## src/rtl/inst_encoder.sv

```systemverilog
// RV64I instruction encoder: packs fields and immediate into a 32-bit word, flags
// range/alignment/opcode errors, and queues results in a 2-entry in-order FIFO.
module inst_encoder #(
  parameter int unsigned DATA_WIDTH = 64
) (
  input  logic                  clk,
  input  logic                  rst_n,
  input  logic                  req_valid_i,
  output logic                  req_ready_o,
  input  logic [6:0]            req_opcode_i,
  input  logic [4:0]            req_rd_i,
  input  logic [4:0]            req_rs1_i,
  input  logic [4:0]            req_rs2_i,
  input  logic [2:0]            req_funct3_i,
  input  logic [6:0]            req_funct7_i,
  input  logic [DATA_WIDTH-1:0] req_imm_i,
  output logic                  inst_valid_o,
  input  logic                  inst_ready_i,
  output logic [31:0]           inst_o,
  output logic [1:0]            err_code_o,
  input  logic                  cnt_clr_i,
  output logic [15:0]           enc_cnt_o,
  output logic [15:0]           err_cnt_o
);

  localparam logic [31:0] Nop = 32'h0000_0013;

  typedef enum logic [2:0] {FmtI, FmtS, FmtB, FmtJ, FmtU, FmtR, FmtBad} fmt_e;

  // True when bits [DATA_WIDTH-1:msb] are all equal, i.e. v is the sign extension of v[msb:0].
  function automatic logic fits_sext(input logic [DATA_WIDTH-1:0] v, input int unsigned msb);
    logic [DATA_WIDTH-1:0] hi;
    logic [DATA_WIDTH-1:0] ones;
    ones = '1;
    hi   = v >> msb;
    return (hi == '0) || (hi == (ones >> msb));
  endfunction

  fmt_e                  w_fmt;
  logic [31:0]           w_enc;
  logic                  w_range;
  logic                  w_mis;
  logic [1:0]            w_err;
  logic [31:0]           w_inst;
  logic                  w_push;
  logic                  w_pop;
  logic [DATA_WIDTH-1:0] w_imm;

  logic [31:0] r_inst [2];
  logic [1:0]  r_err  [2];
  logic        r_wr_ptr;
  logic        r_rd_ptr;
  logic [1:0]  r_cnt;
  logic [15:0] r_enc_cnt;
  logic [15:0] r_err_cnt;

  assign w_imm = req_imm_i;

  always_comb begin
    w_fmt = FmtBad;
    case (req_opcode_i)
      7'h13, 7'h1b, 7'h03, 7'h67: w_fmt = FmtI;
      7'h23:                      w_fmt = FmtS;
      7'h63:                      w_fmt = FmtB;
      7'h6f:                      w_fmt = FmtJ;
      7'h17, 7'h37:               w_fmt = FmtU;
      7'h33, 7'h3b:               w_fmt = FmtR;
      default:                    w_fmt = FmtBad;
    endcase
  end

  always_comb begin
    w_enc   = Nop;
    w_range = 1'b0;
    w_mis   = 1'b0;
    case (w_fmt)
      FmtI: begin
        w_enc   = {w_imm[11:0], req_rs1_i, req_funct3_i, req_rd_i, req_opcode_i};
        w_range = !fits_sext(w_imm, 11);
      end
      FmtS: begin
        w_enc   = {w_imm[11:5], req_rs2_i, req_rs1_i, req_funct3_i, w_imm[4:0], req_opcode_i};
        w_range = !fits_sext(w_imm, 11);
      end
      FmtB: begin
        w_enc   = {w_imm[12], w_imm[10:5], req_rs2_i, req_rs1_i, req_funct3_i,
                   w_imm[4:1], w_imm[11], req_opcode_i};
        w_range = !fits_sext(w_imm, 12);
        w_mis   = w_imm[0];
      end
      FmtJ: begin
        w_enc   = {w_imm[20], w_imm[10:1], w_imm[11], w_imm[19:12], req_rd_i, req_opcode_i};
        w_range = !fits_sext(w_imm, 20);
        w_mis   = w_imm[0];
      end
      FmtU: begin
        w_enc   = {w_imm[31:12], req_rd_i, req_opcode_i};
        w_range = (w_imm[11:0] != 12'h000) || !fits_sext(w_imm, 31);
      end
      FmtR: begin
        w_enc = {req_funct7_i, req_rs2_i, req_rs1_i, req_funct3_i, req_rd_i, req_opcode_i};
      end
      default: ;
    endcase
  end

  always_comb begin
    w_err = 2'd0;
    if (w_fmt == FmtBad) w_err = 2'd3;
    else if (w_mis)      w_err = 2'd2;
    else if (w_range)    w_err = 2'd1;
    w_inst = (w_err != 2'd0) ? Nop : w_enc;
  end

  // Ready depends only on registered occupancy, never on inst_ready_i.
  assign req_ready_o  = rst_n & (r_cnt != 2'd2);
  assign inst_valid_o = (r_cnt != 2'd0);
  assign inst_o       = inst_valid_o ? r_inst[r_rd_ptr] : 32'h0;
  assign err_code_o   = inst_valid_o ? r_err[r_rd_ptr] : 2'd0;
  assign w_push       = req_valid_i & req_ready_o;
  assign w_pop        = inst_valid_o & inst_ready_i;

  always_ff @(posedge clk or negedge rst_n) begin
    if (!rst_n) begin
      r_inst[0] <= '0;
      r_inst[1] <= '0;
      r_err[0]  <= '0;
      r_err[1]  <= '0;
      r_wr_ptr  <= 1'b0;
      r_rd_ptr  <= 1'b0;
      r_cnt     <= 2'd0;
    end else begin
      if (w_push) begin
        r_inst[r_wr_ptr] <= w_inst;
        r_err[r_wr_ptr]  <= w_err;
        r_wr_ptr         <= ~r_wr_ptr;
      end
      if (w_pop) r_rd_ptr <= ~r_rd_ptr;
      case ({w_push, w_pop})
        2'b10:   r_cnt <= r_cnt + 2'd1;
        2'b01:   r_cnt <= r_cnt - 2'd1;
        default: ;
      endcase
    end
  end

  always_ff @(posedge clk or negedge rst_n) begin
    if (!rst_n) begin
      r_enc_cnt <= 16'h0;
      r_err_cnt <= 16'h0;
    end else if (cnt_clr_i) begin
      r_enc_cnt <= 16'h0;
      r_err_cnt <= 16'h0;
    end else if (w_push) begin
      if (r_enc_cnt != 16'hffff) r_enc_cnt <= r_enc_cnt + 16'h1;
      if ((w_err != 2'd0) && (r_err_cnt != 16'hffff)) r_err_cnt <= r_err_cnt + 16'h1;
    end
  end

  assign enc_cnt_o = r_enc_cnt;
  assign err_cnt_o = r_err_cnt;

endmodule

```

## config.mk

```make
export PLATFORM = sky130hd
export DESIGN_NAME = inst_encoder
export DESIGN_NICKNAME = d
export VERILOG_FILES = /design/src/rtl/inst_encoder.sv
export SDC_FILE = /design/constraint.sdc
export NUM_CORES = 1
export LEC_CHECK = 0
export ABC_CLOCK_PERIOD_IN_PS = 3300
export CAP_MARGIN = 25
export CORE_MARGIN = 2
export CORE_UTILIZATION = 48
export DETAILED_ROUTE_END_ITERATION = 7
export PLACE_DENSITY = 0.9
export SLEW_MARGIN = 20
export SYNTH_ARGS = -nofsm -noshare
export SYNTH_HDL_FRONTEND = slang
export SYNTH_SLANG_ARGS = --single-unit
```

## constraint.sdc

```tcl
create_clock -name clk -period 3.3 [get_ports clk]
set_clock_uncertainty 0.15 [all_clocks]
set_input_delay 0.33 -clock clk [delete_from_list [all_inputs] [get_ports clk]]
set_output_delay 0.33 -clock clk [all_outputs]
set_load 0.01 [all_outputs]
```

==> results.txt <==
- Result of the run: complete, no violations
- The setup check on the worst reg-to-reg path leaves a slack of slightly above 0.5 ns.
- Summed over all cells, the static leakage comes to 3.39 nW.
- The worst setup path is launched from a primary input.
- Total global routing overflow: 0
- The number of antenna diodes in the final layout is 0.
- Total Wirelength: 18.7 mm
- CTS Sinks: 104
* Element type at the critical path end: flop
- Area grow syn2layout: 43.4%
- In the layout the commonest cells are sky130_fd_sc_hd__clkdlybuf4s50_1 (167), sky130_fd_sc_hd__dfrtp_1 (103), sky130_fd_sc_hd__nor2_1 (71), sky130_fd_sc_hd__nand2_1 (68), sky130_fd_sc_hd__o21ai_0 (51).
- Across all hold checks on the routed design, the worst slack comes to ~0.29 ns.
* Pwr Density: 438 nW/um2
* Buffers from clock root to sink, at most: 2
- Maximum operating frequency: 320 MHz
- Detail Placement HPWL: 14.3 mm
- Max Cap Viol: 0
* Synthesized flop and latch total: 104
- In the final layout, the share of cells above drive strength 1 is 0.106.
- Of the available clock period, the critical path in the final layout requires 0.948.
- When the netlist entered floorplanning its net count stood at 726.
* Initial standard-cell utilization of the core: 0.497
- Buffers on Ports: between 150 and 200
* Average detailed-routed wire length per instance: 19.3 um
* Number of warnings reported in the yosys synthesis log: 0
- TritonCTS built the clock tree.
* Mean number of vias per cell: 6.15
* Max-slew violation count: 0
- For the worst setup path, the data required time is 3.39 ns.
* Crit Path Class: primary input to flop
* Pre-antenna DRT Iters: 8
* Most area-consuming cells after synthesis: sky130_fd_sc_hd__dfrtp_1 (45%), sky130_fd_sc_hd__mux2i_1 (6.4%), sky130_fd_sc_hd__nor2_1 (4.7%), sky130_fd_sc_hd__o21ai_0 (4.4%), sky130_fd_sc_hd__nand2_1 (4.4%)
* Nets: just over 900
* Number of endpoints with negative hold slack in the final report: 0
- Worst path setup slack after routing: 0.171 ns
- Clock latency on the worst-skew pair: between 0.3 and 0.4 ns
* Post-route ant nets: 0
- Placer congestion estimate: 0.943
- For this run, the register share of the synthesized area comes to 0.452.
- Data arrival time of the critical path: 3.22 ns
- Die outline height: approximately 110 um
- Measured along the x axis, the die boundary spans 113 um.
- The via count of the first global-routing pass was around 6000.
- Proportion of netlist area held by the largest area contributor: 0.452
- Count of boundary I/O pins: 169
- Critical register-to-register path startpoint: err_cnt_o[3]
- Vias after detailed routing: between 5000 and 6000
- Counting flops with a built-in enable in the synthesized netlist gives 0.
* Most frequent standard cell in the layout excluding fill and tap cells: sky130_fd_sc_hd__clkdlybuf4s50_1
* Global-route wire length before repair: around 30 mm
- Cells after DPL: 949
- Predominant post-synthesis flop cell: sky130_fd_sc_hd__dfrtp_1
- VDD sags by at most between 0.0002 and 0.0003 V.
- Reg-to-Reg End: err_cnt_o[15]
* Core Region: 11600 um2
- Maximum number of pins on one net before global-route repair: 80
- Number of different library cells in the post-synthesis netlist: 54
* Ys async rst share: 1.00
* Clock-pin slew on the worst setup and hold paths: 0.07 ns
- The worst pin sits at a relative slew slack of 0.509.
- Dominant cell type by area after synthesis: sky130_fd_sc_hd__dfrtp_1
* H-tree Lvls: 3
- In the global route stage, overall resource usage came out at 0.292.
- Count of standard-cell rows: 39
- Peak fanout along the critical path: 8
- Number of antenna violations at the first check in global routing: 0
* Final Setup Violations: 0
- Library cell used as clock root buffer: sky130_fd_sc_hd__clkbuf_16
- Number of cells produced by synthesis: 620
- TritonCTS created 9 clock buffers.
- Measured in cells, the most critical reg-to-reg path has a length of 8.
* Detailed-route DRC error count: 0
* Minimum clock period after layout: 3.13 ns
* Unrepaired setup endpoints after global routing: false
- Path class of the lowest-slack min-delay path: primary input to asynchronous set/reset pin
- Fin Setup TNS: 0 ns
* Tightest Pin Transition: 0.734 ns
- At the placement stage, the worst setup path has a slack of -0.183 ns.
- Once layout is complete, the cells apart from fillers number 967.
- Post-synth design cell area: 5750 um2
- Final Core Density: 0.713
* Count of routing violations after the opening detailed-route iteration: ~750
- Area of the die: 12900 um2
* Per-instance average area after synthesis: just over 9 um2
-- Yosys cell counts, types with 3 or more instances --
cell and instances:
sky130_fd_sc_hd__nand2b_1 4, sky130_fd_sc_hd__a31oi_1 3, sky130_fd_sc_hd__clkbuf_1 20, sky130_fd_sc_hd__nor4_1 18, sky130_fd_sc_hd__a22oi_1 12, sky130_fd_sc_hd__or3_1 7
sky130_fd_sc_hd__xor2_1 14, sky130_fd_sc_hd__nand3b_1 7, sky130_fd_sc_hd__xnor2_1 7, sky130_fd_sc_hd__a21oi_1 22, sky130_fd_sc_hd__or4_1 10, sky130_fd_sc_hd__inv_1 9
sky130_fd_sc_hd__mux2i_1 37, sky130_fd_sc_hd__nand3_1 13, sky130_fd_sc_hd__a22o_1 18, sky130_fd_sc_hd__nand4_1 25, sky130_fd_sc_hd__buf_2 4, sky130_fd_sc_hd__o31ai_1 8
sky130_fd_sc_hd__nand2_1 68, sky130_fd_sc_hd__buf_1 6, sky130_fd_sc_hd__a222oi_1 13, sky130_fd_sc_hd__nor2_1 72, sky130_fd_sc_hd__ha_1 5, sky130_fd_sc_hd__o21ai_0 51
sky130_fd_sc_hd__dfrtp_1 104, sky130_fd_sc_hd__nor3_1 15, sky130_fd_sc_hd__or2_2 4, sky130_fd_sc_hd__and3_1 11
-- per-layer routing --
metal / routed length, um / vias to the layer above / GRT usage
met5: 0 / - / 0
met4: 497 / 0 / 0.0992
met3: 1540 / 48 / 0.0680
met2: 9420 / 332 / 0.517
met1: 7250 / 2861 / 0.350
li1: - / 2705 / -
-- state kept, by name (all words and copies together) (netlist names) --
signal     flops
r_rd_ptr       1
r_inst        64
r_cnt          2
r_wr_ptr       1
err_cnt_o     16
enc_cnt_o     16
r_err          4
-- critical path: stages --
cell,delay (ns)
sky130_fd_sc_hd__clkdlybuf4s50_1,0.55
sky130_fd_sc_hd__nand2b_1,0.18
sky130_fd_sc_hd__a21oi_2,0.08
sky130_fd_sc_hd__inv_1,0.07
sky130_fd_sc_hd__ha_1,0.29
sky130_fd_sc_hd__nand3_1,0.14
sky130_fd_sc_hd__buf_4,0.19
sky130_fd_sc_hd__a31o_2,0.24
sky130_fd_sc_hd__or2_2,0.33
sky130_fd_sc_hd__a222oi_1,0.46
sky130_fd_sc_hd__nor3_1,0.14
sky130_fd_sc_hd__a22o_1,0.22
-- how the worst max path moves through the flow --
| stage | startpoint | end | slack, ns | cells past startpoint |
|---|---|---|---|---|
| detailed placement | req_opcode_i[4] | err_cnt_o[15] | -0.18 | 12 |
| global route | req_imm_i[47] | err_cnt_o[1] | 0.01 | 10 |
| finish | req_opcode_i[2] | r_inst[55] | 0.17 | 12 |
| floorplan | req_opcode_i[2] | err_cnt_o[15] | 0.21 | 11 |
| global placement | req_imm_i[47] | err_cnt_o[1] | -0.04 | 10 |
| CTS | req_opcode_i[4] | err_cnt_o[15] | 0.18 | 12 |
-- cells by family (layout without fill, tap and decap cells) --
kind of cell | after synthesis | count (layout) | share of synthesized area
AOI/OAI and AO/OA | 144 | 144 | 0.176
xor gates and xnor gates | 21 | 21 | 0.0320
adders and majority gates | 5 | 5 | 0.0109
buffers and inverters | 42 | 246 | 0.0309
DFF | 104 | 104 | 0.452
muxes | 38 | 38 | 0.0663
and+or+nand+nor | 266 | 266 | 0.231
-- metrics by stage --
stage | power (mW) | area [um2]
floorplan | 1.95 | 5750
global placement | 2.43 | 7880
detailed placement | 2.46 | 7880
CTS | 3.60 | 8210
global route | 3.75 | 8250
finish | 3.61 | 8250
-- layout make-up --
| cell class | instances | area, um2 |
|---|---|---|
| timing repair buffer | 221 | 2120 |
| clock inverter | 5 | 80.1 |
| clock buffer | 11 | 243 |
| tap | 143 | 179 |
| multi-input combinational | 474 | 2990 |
| sequential | 104 | 2600 |
| fill | 823 | 3310 |
| inverter | 9 | 33.8 |
-- report_power, final --
| part | internal [mW] | switching, mW |
|---|---|---|
| Clock | 0.685 | 0.474 |
| Combinational | 0.489 | 0.506 |
| Sequential | 1.34 | 0.115 |
-- what timing repair did --
item	CTS	global route
resized for setup	0	2
setup endpoints to repair	0	10
endpoints found under the hold margin	25	0
buffers inserted	0	0
hold buffers	1	0
Power figures use the tool's default switching activity.
